===== config.mk =====
export PLATFORM = sky130hd
export DESIGN_NAME = m_w_pipe_flat
export DESIGN_NICKNAME = d
export VERILOG_FILES = /design/src/rtl/mips_defs.sv /design/src/rtl/m_w_pipe_if.sv /design/src/rtl/w_decode.sv /design/src/rtl/m_w_pipe.sv /design/src/flat_wrapper.sv
export SDC_FILE = /design/constraint.sdc
export NUM_CORES = 1
export LEC_CHECK = 0
export BUFFER_PORTS_ARGS = -buffer_cell sky130_fd_sc_hd__buf_4
export CORE_MARGIN = 3
export CORE_UTILIZATION = 51
export CTS_BUF_LIST = sky130_fd_sc_hd__clkbuf_16
export CTS_CLUSTER_DIAMETER = 200
export CTS_CLUSTER_SIZE = 25
export DETAILED_ROUTE_END_ITERATION = 7
export HOLD_SLACK_MARGIN = 0.06
export MAX_ROUTING_LAYER = met4
export PLACE_DENSITY = 0.79
export SLEW_MARGIN = 10
export SYNTH_ARGS = -nofsm -noshare
export SYNTH_HDL_FRONTEND = slang
export SYNTH_SLANG_ARGS = --single-unit

===== constraint.sdc =====
create_clock -name clk -period 6.4 [get_ports clk]
set_input_delay 0.64 -clock clk [delete_from_list [all_inputs] [get_ports clk]]
set_output_delay 0.64 -clock clk [all_outputs]
set_load 0.02 [all_outputs]

===== src/rtl/mips_defs.sv =====
// Opcode/funct constants and writeback classes shared by the per-stage control units.
package mips_defs;
  localparam logic [5:0] OP_SPECIAL = 6'h00;
  localparam logic [5:0] OP_JAL     = 6'h03;
  localparam logic [5:0] OP_BEQ     = 6'h04;
  localparam logic [5:0] OP_ORI     = 6'h0D;
  localparam logic [5:0] OP_LUI     = 6'h0F;
  localparam logic [5:0] OP_LW      = 6'h23;
  localparam logic [5:0] OP_SW      = 6'h2B;
  localparam logic [5:0] FN_JR      = 6'h08;
  localparam logic [5:0] FN_ADD     = 6'h20;
  localparam logic [5:0] FN_SUB     = 6'h22;
  localparam logic [4:0] RA_IDX     = 5'd31;
  localparam logic [31:0] RESET_PC_DEF = 32'h0000_3000;

  // Source of the register-file write data in W.
  typedef enum logic [1:0] {
    WR_NONE = 2'd0,
    WR_ALU  = 2'd1,
    WR_MEM  = 2'd2,
    WR_LINK = 2'd3
  } wr_cls_e;
endpackage


===== src/rtl/m_w_pipe_if.sv =====
// M->W stage bus: M-side inputs, control, and W-side writeback/forwarding outputs.
interface m_w_pipe_if;
  logic        en;
  logic        flush;
  logic        M_valid;
  logic [31:0] M_instr;
  logic [31:0] M_pc;
  logic [31:0] M_aluRes;
  logic [31:0] M_memData;
  logic        W_valid;
  logic [31:0] W_instr;
  logic [31:0] W_pc;
  logic        grfWe;
  logic [4:0]  grfAddr;
  logic [31:0] grfData;
  logic        W_illegal;
  logic [31:0] retireCnt;

  modport master (
    output en, flush, M_valid, M_instr, M_pc, M_aluRes, M_memData,
    input  W_valid, W_instr, W_pc, grfWe, grfAddr, grfData, W_illegal, retireCnt
  );
  modport slave (
    input  en, flush, M_valid, M_instr, M_pc, M_aluRes, M_memData,
    output W_valid, W_instr, W_pc, grfWe, grfAddr, grfData, W_illegal, retireCnt
  );
endinterface


===== src/rtl/w_decode.sv =====
// W-stage decode: classifies the registered instruction into a writeback source and target.
module w_decode
  import mips_defs::*;
(
  input  logic [31:0] instr,
  input  logic        valid,
  output wr_cls_e     cls,
  output logic [4:0]  addr,
  output logic        illegal
);
  logic [5:0] op, funct;
  logic [4:0] rt, rd;
  assign op    = instr[31:26];
  assign funct = instr[5:0];
  assign rt    = instr[20:16];
  assign rd    = instr[15:11];

  // Writer class and target; bubbles never write and are never illegal.
  always_comb begin
    cls     = WR_NONE;
    addr    = 5'd0;
    illegal = 1'b0;
    if (instr == 32'd0) begin
      cls = WR_NONE;  // nop
    end else begin
      unique case (op)
        OP_SPECIAL: begin
          if (funct == FN_ADD || funct == FN_SUB) begin
            cls  = WR_ALU;
            addr = rd;
          end else if (funct != FN_JR) begin
            illegal = 1'b1;
          end
        end
        OP_ORI, OP_LUI: begin cls = WR_ALU;  addr = rt;     end
        OP_LW:          begin cls = WR_MEM;  addr = rt;     end
        OP_JAL:         begin cls = WR_LINK; addr = RA_IDX; end
        OP_SW, OP_BEQ:  cls = WR_NONE;
        default:        illegal = 1'b1;
      endcase
    end
    if (!valid) begin
      cls     = WR_NONE;
      addr    = 5'd0;
      illegal = 1'b0;
    end
  end
endmodule


===== src/rtl/m_w_pipe.sv =====
// M->W pipeline register, writeback select and retired-instruction counter.
module m_w_pipe
  import mips_defs::*;
#(
  parameter logic [31:0] RESET_PC = RESET_PC_DEF
) (
  input logic      clk,
  input logic      reset,
  m_w_pipe_if.slave bus
);
  logic        valid_q;
  logic [31:0] instr_q, pc_q, alu_q, mem_q, retire_cnt;
  wr_cls_e     cls;
  logic [4:0]  dec_addr;
  logic        dec_illegal;
  logic        we;

  // Stage register: flush loads a bubble and beats en; en=0 holds.
  always_ff @(posedge clk or posedge reset) begin
    if (reset) begin
      valid_q <= 1'b0;
      instr_q <= 32'd0;
      pc_q    <= RESET_PC;
      alu_q   <= 32'd0;
      mem_q   <= 32'd0;
    end else if (bus.flush) begin
      valid_q <= 1'b0;
      instr_q <= 32'd0;
      pc_q    <= RESET_PC;
      alu_q   <= 32'd0;
      mem_q   <= 32'd0;
    end else if (bus.en) begin
      valid_q <= bus.M_valid;
      instr_q <= bus.M_instr;
      pc_q    <= bus.M_pc;
      alu_q   <= bus.M_aluRes;
      mem_q   <= bus.M_memData;
    end
  end

  // Count an instruction when it leaves W (advance or flush); wraps naturally.
  always_ff @(posedge clk or posedge reset) begin
    if (reset)                                  retire_cnt <= 32'd0;
    else if (valid_q && (bus.en || bus.flush)) retire_cnt <= retire_cnt + 32'd1;
  end

  w_decode u_dec (
    .instr   (instr_q),
    .valid   (valid_q),
    .cls     (cls),
    .addr    (dec_addr),
    .illegal (dec_illegal)
  );

  // Writes to $0 are suppressed so the forwarding path never matches on them.
  assign we = (cls != WR_NONE) && (dec_addr != 5'd0);

  // Write-data select; zeroed when not writing.
  always_comb begin
    bus.grfData = 32'd0;
    if (we) begin
      unique case (cls)
        WR_ALU:  bus.grfData = alu_q;
        WR_MEM:  bus.grfData = mem_q;
        WR_LINK: bus.grfData = pc_q + 32'd8;
        default: bus.grfData = 32'd0;
      endcase
    end
  end

  assign bus.grfWe     = we;
  assign bus.grfAddr   = we ? dec_addr : 5'd0;
  assign bus.W_valid   = valid_q;
  assign bus.W_instr   = instr_q;
  assign bus.W_pc      = pc_q;
  assign bus.W_illegal = dec_illegal;
  assign bus.retireCnt = retire_cnt;
endmodule

===== src/flat_wrapper.sv =====
// flat-port wrapper written by rule: the top's interface ports become plain ports
module m_w_pipe_flat import mips_defs::*;
#(
  parameter logic [31:0] RESET_PC = RESET_PC_DEF
)
  (clk, reset, bus_en, bus_flush, bus_M_valid, bus_M_instr, bus_M_pc, bus_M_aluRes, bus_M_memData, bus_W_valid, bus_W_instr, bus_W_pc, bus_grfWe, bus_grfAddr, bus_grfData, bus_W_illegal, bus_retireCnt);
  m_w_pipe_if bus_i ();
  input logic clk;
  input logic reset;
  input wire logic [$bits(bus_i.en)-1:0] bus_en;
  input wire logic [$bits(bus_i.flush)-1:0] bus_flush;
  input wire logic [$bits(bus_i.M_valid)-1:0] bus_M_valid;
  input wire logic [$bits(bus_i.M_instr)-1:0] bus_M_instr;
  input wire logic [$bits(bus_i.M_pc)-1:0] bus_M_pc;
  input wire logic [$bits(bus_i.M_aluRes)-1:0] bus_M_aluRes;
  input wire logic [$bits(bus_i.M_memData)-1:0] bus_M_memData;
  output wire logic [$bits(bus_i.W_valid)-1:0] bus_W_valid;
  output wire logic [$bits(bus_i.W_instr)-1:0] bus_W_instr;
  output wire logic [$bits(bus_i.W_pc)-1:0] bus_W_pc;
  output wire logic [$bits(bus_i.grfWe)-1:0] bus_grfWe;
  output wire logic [$bits(bus_i.grfAddr)-1:0] bus_grfAddr;
  output wire logic [$bits(bus_i.grfData)-1:0] bus_grfData;
  output wire logic [$bits(bus_i.W_illegal)-1:0] bus_W_illegal;
  output wire logic [$bits(bus_i.retireCnt)-1:0] bus_retireCnt;
  assign bus_i.en = bus_en;
  assign bus_i.flush = bus_flush;
  assign bus_i.M_valid = bus_M_valid;
  assign bus_i.M_instr = bus_M_instr;
  assign bus_i.M_pc = bus_M_pc;
  assign bus_i.M_aluRes = bus_M_aluRes;
  assign bus_i.M_memData = bus_M_memData;
  assign bus_W_valid = bus_i.W_valid;
  assign bus_W_instr = bus_i.W_instr;
  assign bus_W_pc = bus_i.W_pc;
  assign bus_grfWe = bus_i.grfWe;
  assign bus_grfAddr = bus_i.grfAddr;
  assign bus_grfData = bus_i.grfData;
  assign bus_W_illegal = bus_i.W_illegal;
  assign bus_retireCnt = bus_i.retireCnt;
  m_w_pipe #(.RESET_PC(RESET_PC)) u_core (.clk(clk), .reset(reset), .bus(bus_i));
endmodule

### Word-level counts from Yosys, hierarchy flattened

Cells that the tools add are included.

* register bits: 161
* input bits: 133
* output and inout bits: 136
* logic and storage cells: 58

* $add $sub $neg: 2
* eq/ne operators: 12
* multiplexer cells: 26
* reduce and logical (&&, ||, !) cells: 12

Operator list (count)
* two-way mux 32 bit: 9
* one-hot mux 32 bit (3 select lines): 1
* adder 32 x 1 -> 32 bit, second input constant: 1
* adder 32 x 4 -> 32 bit, second input constant: 1
* logical NOT 32 bit: 1
* == test 6 bit, second input constant: 4
* two-way mux 5 bit: 4
* one-hot mux 5 bit (3 select lines): 1
* == test 6 x 4 -> 1 bit, second input constant: 2
* one-hot mux 2 bit (4 select lines): 1
* two-way mux 1 bit: 7
* == test 6 x 2 -> 1 bit, second input constant: 1
* == test 6 x 3 -> 1 bit, second input constant: 1
* logical NOT 6 bit: 1
* != test 6 x 4 -> 1 bit, second input constant: 1
* OR reduction 6 bit: 1
* nonzero test 5 bit: 1
* == test 2 bit, second input constant: 2
* two-way mux 2 bit: 2
* nonzero test 2 bit: 2
* OR reduction 3 bit: 1
* == test 2 x 1 -> 1 bit, second input constant: 1
* logical AND 1 bit: 2
* logical OR 1 bit: 2
* other kinds (2): 2

### Logic depth before layout (Yosys ltp)

Gate-level depths: netlist (run 1).

* depth after elaboration: 9
* mapped depth: 8
* depth with buffers taken out: 6

### Hierarchy

Synthesis (run 1) repeated with hierarchy kept, for this count alone.

* cells, all modules: 805
* area total of the unflattened synthesis: 8246.7 um^2

Modules (own cells, without submodules)
* m_w_pipe: instances 1, cells each 751, area each 7896.3 um^2, sequential area each 4031.4 um^2
* w_decode: instances 1, cells each 54, area each 350.3 um^2, sequential area each 0.0 um^2

### Worst setup path before layout (run 1)

Ideal clock, no wire load.

* path type: register -> output
* from: reg u_core.pc_q[3], in the netlist u_core.bus.W_pc[3]
* to: out bus_grfData[21]
* arrival time: 2.479 ns
* required time: 5.760 ns
* setup slack: 3.281 ns
* cell stages (with the launch flop): 8
* path buffers: 1
* cell sequence: dfrtp_1 > ha_1 > nand4_1 > or4_1 > clkbuf_1 > nor3_1 > a21oi_1 > a311oi_1

* longest elaborated chain between the ends: 3

Ends and longest elaborated chain
* from (decl): RTL line m_w_pipe.sv:12 `logic [31:0] instr_q, pc_q, alu_q, mem_q, retire_cnt;`
* from (signal assigned): RTL line m_w_pipe.sv:35 `pc_q <= bus.M_pc;`
* adder 32 x 4 -> 32 bit: RTL line m_w_pipe.sv:65 `WR_LINK: bus.grfData = pc_q + 32'd8;`
* one-hot mux 32 bit (3 select lines): RTL line m_w_pipe.sv:62 `unique case (cls)`
* two-way mux 32 bit: RTL line m_w_pipe.sv:61 `if (we) begin`
* to (decl): RTL line flat_wrapper.sv:22 `output wire logic [$bits(bus_i.grfData)-1:0] bus_grfData;`

Every way passes these cells.

### Worst setup path in the final report (run 1)

* from: reg u_core.instr_q[31], in the netlist u_core.bus.W_instr[31]
* to: out bus_grfData[22]

* longest elaborated chain between the ends: 8
* elaborated cells between the ends (all ways): 22
* classes of those cells: eq/ne: 7; mux: 8; reduce/logical: 7

Ends and longest elaborated chain
* from (decl): RTL line m_w_pipe.sv:12
* from (signal assigned): RTL line m_w_pipe.sv:34 `instr_q <= bus.M_instr;`
* == test 6 x 4 -> 1 bit / == test 6 bit (equally long branches): RTL line w_decode.sv:26 `unique case (op)`
* OR reduction 2 bit / OR reduction 3 bit (equally long branches)
* one-hot mux 2 bit (4 select lines) / one-hot mux 5 bit (3 select lines) (equally long branches): RTL line w_decode.sv:26
* two-way mux 2 bit / two-way mux 5 bit (equally long branches): RTL line w_decode.sv:23 `if (instr == 32'd0) begin`
* two-way mux 2 bit / two-way mux 5 bit (equally long branches): RTL line w_decode.sv:42 `if (!valid) begin`
* == test 2 bit, or another cell as far along: RTL line m_w_pipe.sv:62
* one-hot mux 32 bit (3 select lines) / logical AND 1 bit (equally long branches): RTL line m_w_pipe.sv:62, m_w_pipe.sv:56
* two-way mux 32 bit *: RTL line m_w_pipe.sv:61

Every way passes the cells marked *; elsewhere a longest branch is shown, timed or not.

==> metrics.yaml, run 1 <==
synth_fp_nets: 958
tritoncts: "built"
async_flop_share_pct: 100
internal_power_uw: 1800
clk-insertion-delay-late_ns: 0.42
floorplan.initialDensity_pct: 52.3
synth-seq-cells: 161
global_route.usage.total_pct: 28.7
worst_slew_pin_slew_ns: 1.15
antenna_found_initial: 1
finalWeightedCongestion: 0.869
critPathRequiredTime_ns: 5.76
setup.worst_path.class: "register to output port"
detailedRoute.firstPassIterationCount: 5
final-hold-violation-count: 0
timing.critical_path.slowest_cell_delay_ns: 0.74
h_tree_level_count: 4
timing.final.crit_share_pct: 60.5
seq_area_frac_synth_pct: 48.6
yosysTopAreaCell: "sky130_fd_sc_hd__dfrtp_1"
drc_violation_count_after_routing: 0
critPathMaxFanout: 18
num_cts_buffers: 17
cts_root_buffer: "sky130_fd_sc_hd__clkbuf_16"
comb_power_share_pct: 14.9
fmax_mhz: 258
cts_buffer_depth: 2
grt_pass1_wl_um: 39300
clockPowerShare_pct: 38.8
postLayoutSetupSlackWorst_ns: 2.53
cell_with_the_largest_stage_delay_on_the_worst_path: "sky130_fd_sc_hd__o21a_1"
cts_sinks: 161
postRouteAntennaNets: 0
die_width_um: 134
worst_r2r_path_depth: 5
design.die.area_sq_um: 17800
synth_most_common_cell: "sky130_fd_sc_hd__dfrtp_1"
cts_setup_buffers: 0
slew_headroom_pct: 23.0
holdWs_ns: 0.376
mappedNetlistArea_sq_um: 8300
pwr-share-seq_pct: 46.3
worst_setup_hold_path_clk_slew_ns: 0.07
grt_pass1_vias: 7282
finalSetupTns_ns: 0
number_of_flops_mapped_to_enable_cells_by_yosys: 0
p_sw_uw: 704
hold_path.class: "input pin to async pin"
final_cells: 1296
placement.io_buffers: 268
finalNetCount: 1201
number_of_placed_instances_taps_included: 1263
finalSetupViolations: 0
ys_warn_count: 0
setup.worst_path.start_class: "register"
post_drt_via_cell_ratio: 5.78
place.detailed.hpwl_um: 17500
clock-skew-final_ns: 0.00785
detail_route.wirelength_um: 25000
final.min_clock_period_ns: 3.87
io_pins: 269
cts_hold_repair.buffers: 0
place_ws_ns: 3.03
synth.avg_cell_area_sq_um: 10.1
fin_util_pct: 69.3
ys.flop_type: "sky130_fd_sc_hd__dfrtp_1"
switch_share_pct: 28.1
synthTopCellsByArea: "sky130_fd_sc_hd__dfrtp_1 (48%), sky130_fd_sc_hd__mux2i_1 (15%), sky130_fd_sc_hd__nor2_1 (6.7%)"
rsz_0062_raised_after_global_routing: "no"
number_of_distinct_library_cells_after_synthesis: 58
max_cap_violations: 0
detailroute.via_count: 7492
core_area_sq_um: 15900
crit_arrival_ns: 3.23
leakage_uw: 0.00531
yosys-top-cells-count: "sky130_fd_sc_hd__dfrtp_1 (159), sky130_fd_sc_hd__nor2_1 (148), sky130_fd_sc_hd__mux2i_1 (127)"
die_height_um: 134
ctsResizeCount: 0
path_cells: "nor4_2, and4_1, o21a_1, o21ai_0, a221oi_1, buf_4"
power_per_cell_area_nw_per_um2: 227
netlist_instances: 823
detail_route.wl_per_cell_um: 19.3
drt_first_iter_violations: 706
gr-total-overflow: 0
synth_top_area_share_pct: 47.9
endpoint_kind: "output port"
grt_start_max_net_pins: 96
area_growth_syn_to_layout_pct: 32.6
status: "finished clean"
final_max_slew_viol_count: 0
rows: 46
max-vdd-ir-drop_mv: 0.187
drive_above_1_share_pct: 30.4
through the flow:
step	instance area (sq um)	total power [uW]
2_1_floorplan	8300	1360
3_3_place_gp	10400	1540
3_5_place_dp	10400	1550
4_1_cts	11000	2520
5_1_grt	11000	2610
6_report	11000	2500
worst max-delay path, delay by kind of cell, from the launching register on:
kind	cells	cell delay [ns]
AOI/OAI and AO/OA	3	1.27
and+or+nand+nor	2	0.77
DFF	1	0.55
buffers and inverters	1	0.21
cells in the final DEF (no fill, tap or decap), drive strengths merged, types with 2 or more instances in the layout:
cell,synthesis,layout
buf,25,273
nand4,17,17
nor3b,2,2
nand3b,2,2
ha,2,2
and3,5,5
dfrtp,159,159
a311oi,3,3
o21a,5,5
nand2,51,51
a21oi,34,34
o31ai,2,2
or4,4,4
nor4,19,19
mux2i,127,127
and2,5,5
nand2b,2,2
clkbuf,24,17
nor2b,3,3
nor2,149,149
nor3,14,14
a211oi,2,2
o211ai,7,7
clkinvlp,0,3
clkinv,0,5
a32oi,16,16
inv,10,16
nand3,25,25
o31a,5,5
mux2,5,5
xnor2,35,35
dfstp,2,2
and4,9,9
xor2,10,10
a211o,7,7
or3,2,2
o21ai,22,22
a2bb2oi,2,2
cells by family (layout without fill, tap and decap cells):
logic type,Yosys count,count (layout),synth area share [%]
buffers and inverters,59,315,2.92
AO/OA/AOI/OAI,114,114,9.68
flip-flops,161,161,48.6
multiplexers,132,132,16.0
other,0,1,0
adder cells (fa/ha/maj),2,2,0.301
XOR/XNOR,45,45,4.75
AND/OR/NAND/NOR,310,310,17.8
cell type report:
cell class | count | area, sq um
fill | 1252 | 4880
multi-input combinational | 603 | 4050
sequential | 161 | 4030
timing repair buffer | 273 | 2050
clock buffer | 17 | 425
tap | 216 | 270
clock inverter | 15 | 135
inverter | 10 | 42.5
antenna | 1 | 2.50
worst paths after layout:
| path | startpoint | end | slack, ns |
|---|---|---|---|
| setup / recovery | u_core.bus.W_instr[31]$_DFFE_PP0N_ | bus_grfData[22] | 2.53 |
| hold / removal | reset | u_core.alu_q[28]$_DFFE_PP0N_ | 0.38 |
| min in group clk | bus_M_instr[7] | u_core.bus.W_instr[7]$_DFFE_PP0N_ | 0.46 |
| setup reg to reg | u_core.bus.W_valid$_DFFE_PP0N_ | u_core.bus.retireCnt[24]$_DFFE_PP0P_ | 3.93 |
| max in group asynchronous | reset | u_core.bus.W_pc[10]$_DFFE_PP0N_ | 4.59 |
| hold reg to reg | u_core.bus.retireCnt[31]$_DFFE_PP0P_ | u_core.bus.retireCnt[31]$_DFFE_PP0P_ | 0.48 |
power by group through the flow:
stage	clock (uW)	sequential, uW	combinational, uW
after floorplan	0	1200	167
after global placement	0	1170	369
after detailed placement	0	1170	375
after CTS	987	1150	376
after global routing	1030	1170	407
final	971	1160	373
state kept, by name, indices dropped and copies added (netlist names):
name,cells
u_core.alu_q,32
u_core.bus.W_instr,32
u_core.bus.W_pc,32
u_core.bus.W_valid,1
u_core.bus.retireCnt,32
u_core.mem_q,32
routing by layer:
metal | wire, um | GRT usage [%]
met2 | 11800 | 43.9
met5 | 0 | -
met1 | 10700 | 38.1
met4 | 424 | 7.20
met3 | 2020 | 8.08
(Power assumes the default switching activity.)
==> run 2: changes to the inputs <==
--- a/config.mk
+++ b/config.mk
@@ -7,14 +7,14 @@
 export LEC_CHECK = 0
 export BUFFER_PORTS_ARGS = -buffer_cell sky130_fd_sc_hd__buf_4
 export CORE_MARGIN = 3
-export CORE_UTILIZATION = 51
+export CORE_UTILIZATION = 46
 export CTS_BUF_LIST = sky130_fd_sc_hd__clkbuf_16
 export CTS_CLUSTER_DIAMETER = 200
 export CTS_CLUSTER_SIZE = 25
 export DETAILED_ROUTE_END_ITERATION = 7
 export HOLD_SLACK_MARGIN = 0.06
 export MAX_ROUTING_LAYER = met4
-export PLACE_DENSITY = 0.79
+export PLACE_DENSITY = 0.75
 export SLEW_MARGIN = 10
 export SYNTH_ARGS = -nofsm -noshare
 export SYNTH_HDL_FRONTEND = slang
==> constraint.sdc (replaced) <==
create_clock -name clk -period 3.41 [get_ports clk]
set_input_delay 0.341 -clock clk [delete_from_list [all_inputs] [get_ports clk]]
set_output_delay 0.341 -clock clk [all_outputs]
set_load 0.02 [all_outputs]
==> run 2 against run 1 <==
  * Largest cell class unchanged
  * Setup slack got worse by 2.4 ns
  * Combinational power increased by 93%
  * Hold slack got worse by 0.29 ns
==> metrics.yaml, run 2 (synthesized netlist as in run 1, its figures left out) <==
final.min_clock_period_ns: 3.25
finalWeightedCongestion: 0.902  # was 0.869
h_tree_level_count: 4  # unchanged
highest_count_cells_in_the_layout_ignoring_fill_and_taps: "sky130_fd_sc_hd__buf_4 (281), sky130_fd_sc_hd__dfrtp_1 (158), sky130_fd_sc_hd__nor2_1 (148)"  # was sky130_fd_sc_hd__buf_4 (272), sky130_fd_sc_hd__dfrtp_1 (159), sky130_fd_sc_hd__nor2_1 (148)
tritoncts: "built"  # unchanged
floorplan.initialDensity_pct: 47.5  # was 52.3%
filler_cell_count: 1469  # was 1252
die_width_um: 140  # was 134 um
grt_pass1_wl_um: 40100  # was 39300 um
final_max_slew_viol_count: 0  # unchanged
grt_start_max_net_pins: 96  # unchanged
stdcell_area_sq_um: 11300  # was 11000 sq um
slew_headroom_pct: 32.7  # was 23.0%
clock-skew-final_ns: 0.00321  # was 0.00785 ns
critical_path.top_delay_family: "compound AO/OA/AOI/OAI gates"  # unchanged
path_buf_inv: 2  # was 1
grt_pass1_vias: 7257  # was 7282
setup.worst_path.start_class: "register"  # unchanged
endpoint_kind: "output port"  # unchanged
cts_root_buffer: "sky130_fd_sc_hd__clkbuf_16"  # unchanged
detailedRoute.firstPassIterationCount: 5  # unchanged
cts_buffer_depth: 2  # unchanged
place.detailed.hpwl_um: 18100  # was 17500 um
cts_hold_repair.buffers: 0  # unchanged
critPathRequiredTime_ns: 3.07  # was 5.76 ns
critPathMaxFanout: 11  # was 18
cts_sinks: 161  # unchanged
io_pins: 269  # unchanged
multiInputGateArea_sq_um: 4100  # was 4050 sq um
antenna_found_initial: 0  # was 1
finalNetCount: 1217  # was 1201
timing.critical_path.slowest_cell_delay_ns: 0.54  # was 0.74 ns
clk-insertion-delay-late_ns: 0.42  # about the same
detail_route.wl_per_cell_um: 19.6  # was 19.3 um
timing.final.crit_share_pct: 95.4
cell_with_the_largest_stage_delay_on_the_worst_path: "sky130_fd_sc_hd__or3b_1"  # was sky130_fd_sc_hd__o21a_1
seqCellArea_sq_um: 4030  # about the same
critical_path_cell_count: 7  # was 6
crit_arrival_ns: 2.91  # was 3.23 ns
number_of_inserted_diodes: 0  # was 1
finalSetupViolations: 0  # unchanged
drt_first_iter_violations: 550  # was 706
area_growth_syn_to_layout_pct: 35.8  # was 32.6%
hold_path.class: "input pin to async pin"  # unchanged
worst_slew_pin_slew_ns: 1.01  # was 1.15 ns
status: "finished clean"  # unchanged
postRouteAntennaNets: 0  # unchanged
max_cap_violations: 0  # unchanged
path_cells: "or3b_1, a21oi_4, o2bb2ai_4, o2111ai_4, buf_12, a311oi_1, buf_4"  # was nor4_2, and4_1, o21a_1, o21ai_0, a221oi_1, buf_4
setup.worst_path.class: "register to output port"  # unchanged
detailroute.via_count: 7307  # was 7492
worst_r2r_path_depth: 6  # was 5
fmax_mhz: 307
max-vdd-ir-drop_mv: 0.335  # was 0.187 mV
power_per_cell_area_nw_per_um2: 427  # was 227 nW/um^2
rows: 48  # was 46
drc_violation_count_after_routing: 0  # unchanged
leakage_uw: 0.00543  # was 0.00531 uW
die_height_um: 140  # was 134 um
drive_above_1_share_pct: 31.7  # was 30.4%
global_route.usage.total_pct: 26.1  # was 28.7%
finalSetupTns_ns: 0  # unchanged
holdWs_ns: 0.0857  # was 0.376 ns
design.die.area_sq_um: 19700  # was 17800 sq um
r2r_slack_ns: 1.29  # was 3.93 ns
detail_route.wirelength_um: 25800  # was 25000 um
final-hold-violation-count: 0  # unchanged
core_area_sq_um: 17500  # was 15900 sq um
worst_setup_hold_path_clk_slew_ns: 0.07  # about the same
layout_commonest_cell: "sky130_fd_sc_hd__buf_4"  # unchanged
num_cts_buffers: 17  # unchanged
detailed_place.area_sq_um: 10600  # was 10400 sq um
placement.io_buffers: 268  # unchanged
post_drt_via_cell_ratio: 5.54  # was 5.78
gr-total-overflow: 0  # unchanged
power_uw: 4820  # was 2500 uW
[run 2: metrics by stage]
| stage | worst slack (ns) | util (%) | cells |
|---|---|---|---|
| 6_report | 0.155 | 64.5 | 1320 |
| 5_1_grt | -0.000184 | 64.5 | 1320 |
| 4_1_cts | 0.0163 | 63.9 | 1316 |
| 3_5_place_dp | 0.378 | 60.5 | 1284 |
| 3_3_place_gp | 0.403 | 60.5 | 1284 |
| 2_1_floorplan | 0.590 | - | 823 |
[run 2: final timing paths]
kind | startpoint | endpoint
hold reg to reg | u_core.bus.retireCnt[29]$_DFFE_PP0P_ | u_core.bus.retireCnt[29]$_DFFE_PP0P_
max in group asynchronous | reset | u_core.bus.W_pc[3]$_DFFE_PP0N_
min in group clk | bus_M_pc[12] | u_core.bus.W_pc[12]$_DFFE_PP1N_
setup / recovery | u_core.bus.W_instr[28]$_DFFE_PP0N_ | bus_grfData[21]
setup reg to reg | u_core.bus.W_valid$_DFFE_PP0N_ | u_core.bus.retireCnt[22]$_DFFE_PP0P_
hold / removal | reset | u_core.bus.retireCnt[24]$_DFFE_PP0P_
[run 2: area by class of cell]
class	count	area share (%)
repair buffers	288	19.8
inverters	10	0.366
clock buffers	17	3.77
clock inverters	15	1.42
well taps	225	2.50
flip-flops and latches	161	35.8
multi-input cells	604	36.4
[run 2: what timing repair did]
item,CTS,global route
cloned,0,1
endpoints found under the setup margin,4,31
gates resized for setup,2,7
buffers inserted,0,3
pin swaps,0,2
endpoints found under the hold margin,0,0
[run 2: worst register-to-register path: cells and delay by family, from the launching register on]
family,cells,cell delay [ns]
compound gates,1,0.32
simple gates,3,0.60
buf+inv,1,0.20
xor+xnor,1,0.14
flops,1,0.74
[run 2: power by group]
group / switching (uW) / internal (uW) / total (uW)
clock network: 833 / 1090 / 1930
registers: 148 / 2020 / 2170
logic: 375 / 345 / 720
total: 1360 / 3460 / 4820
[run 2: layer usage]
| layer | part of all wire (%) | track usage, % | vias to the layer above |
|---|---|---|---|
| li1 | - | - | 3475 |
| met1 | 43 | 35.0 | 3543 |
| met2 | 49 | 41.3 | 260 |
| met3 | 7.3 | 5.60 | 29 |
| met4 | 1.5 | 5.92 | 0 |
| met5 | 0 | - | - |
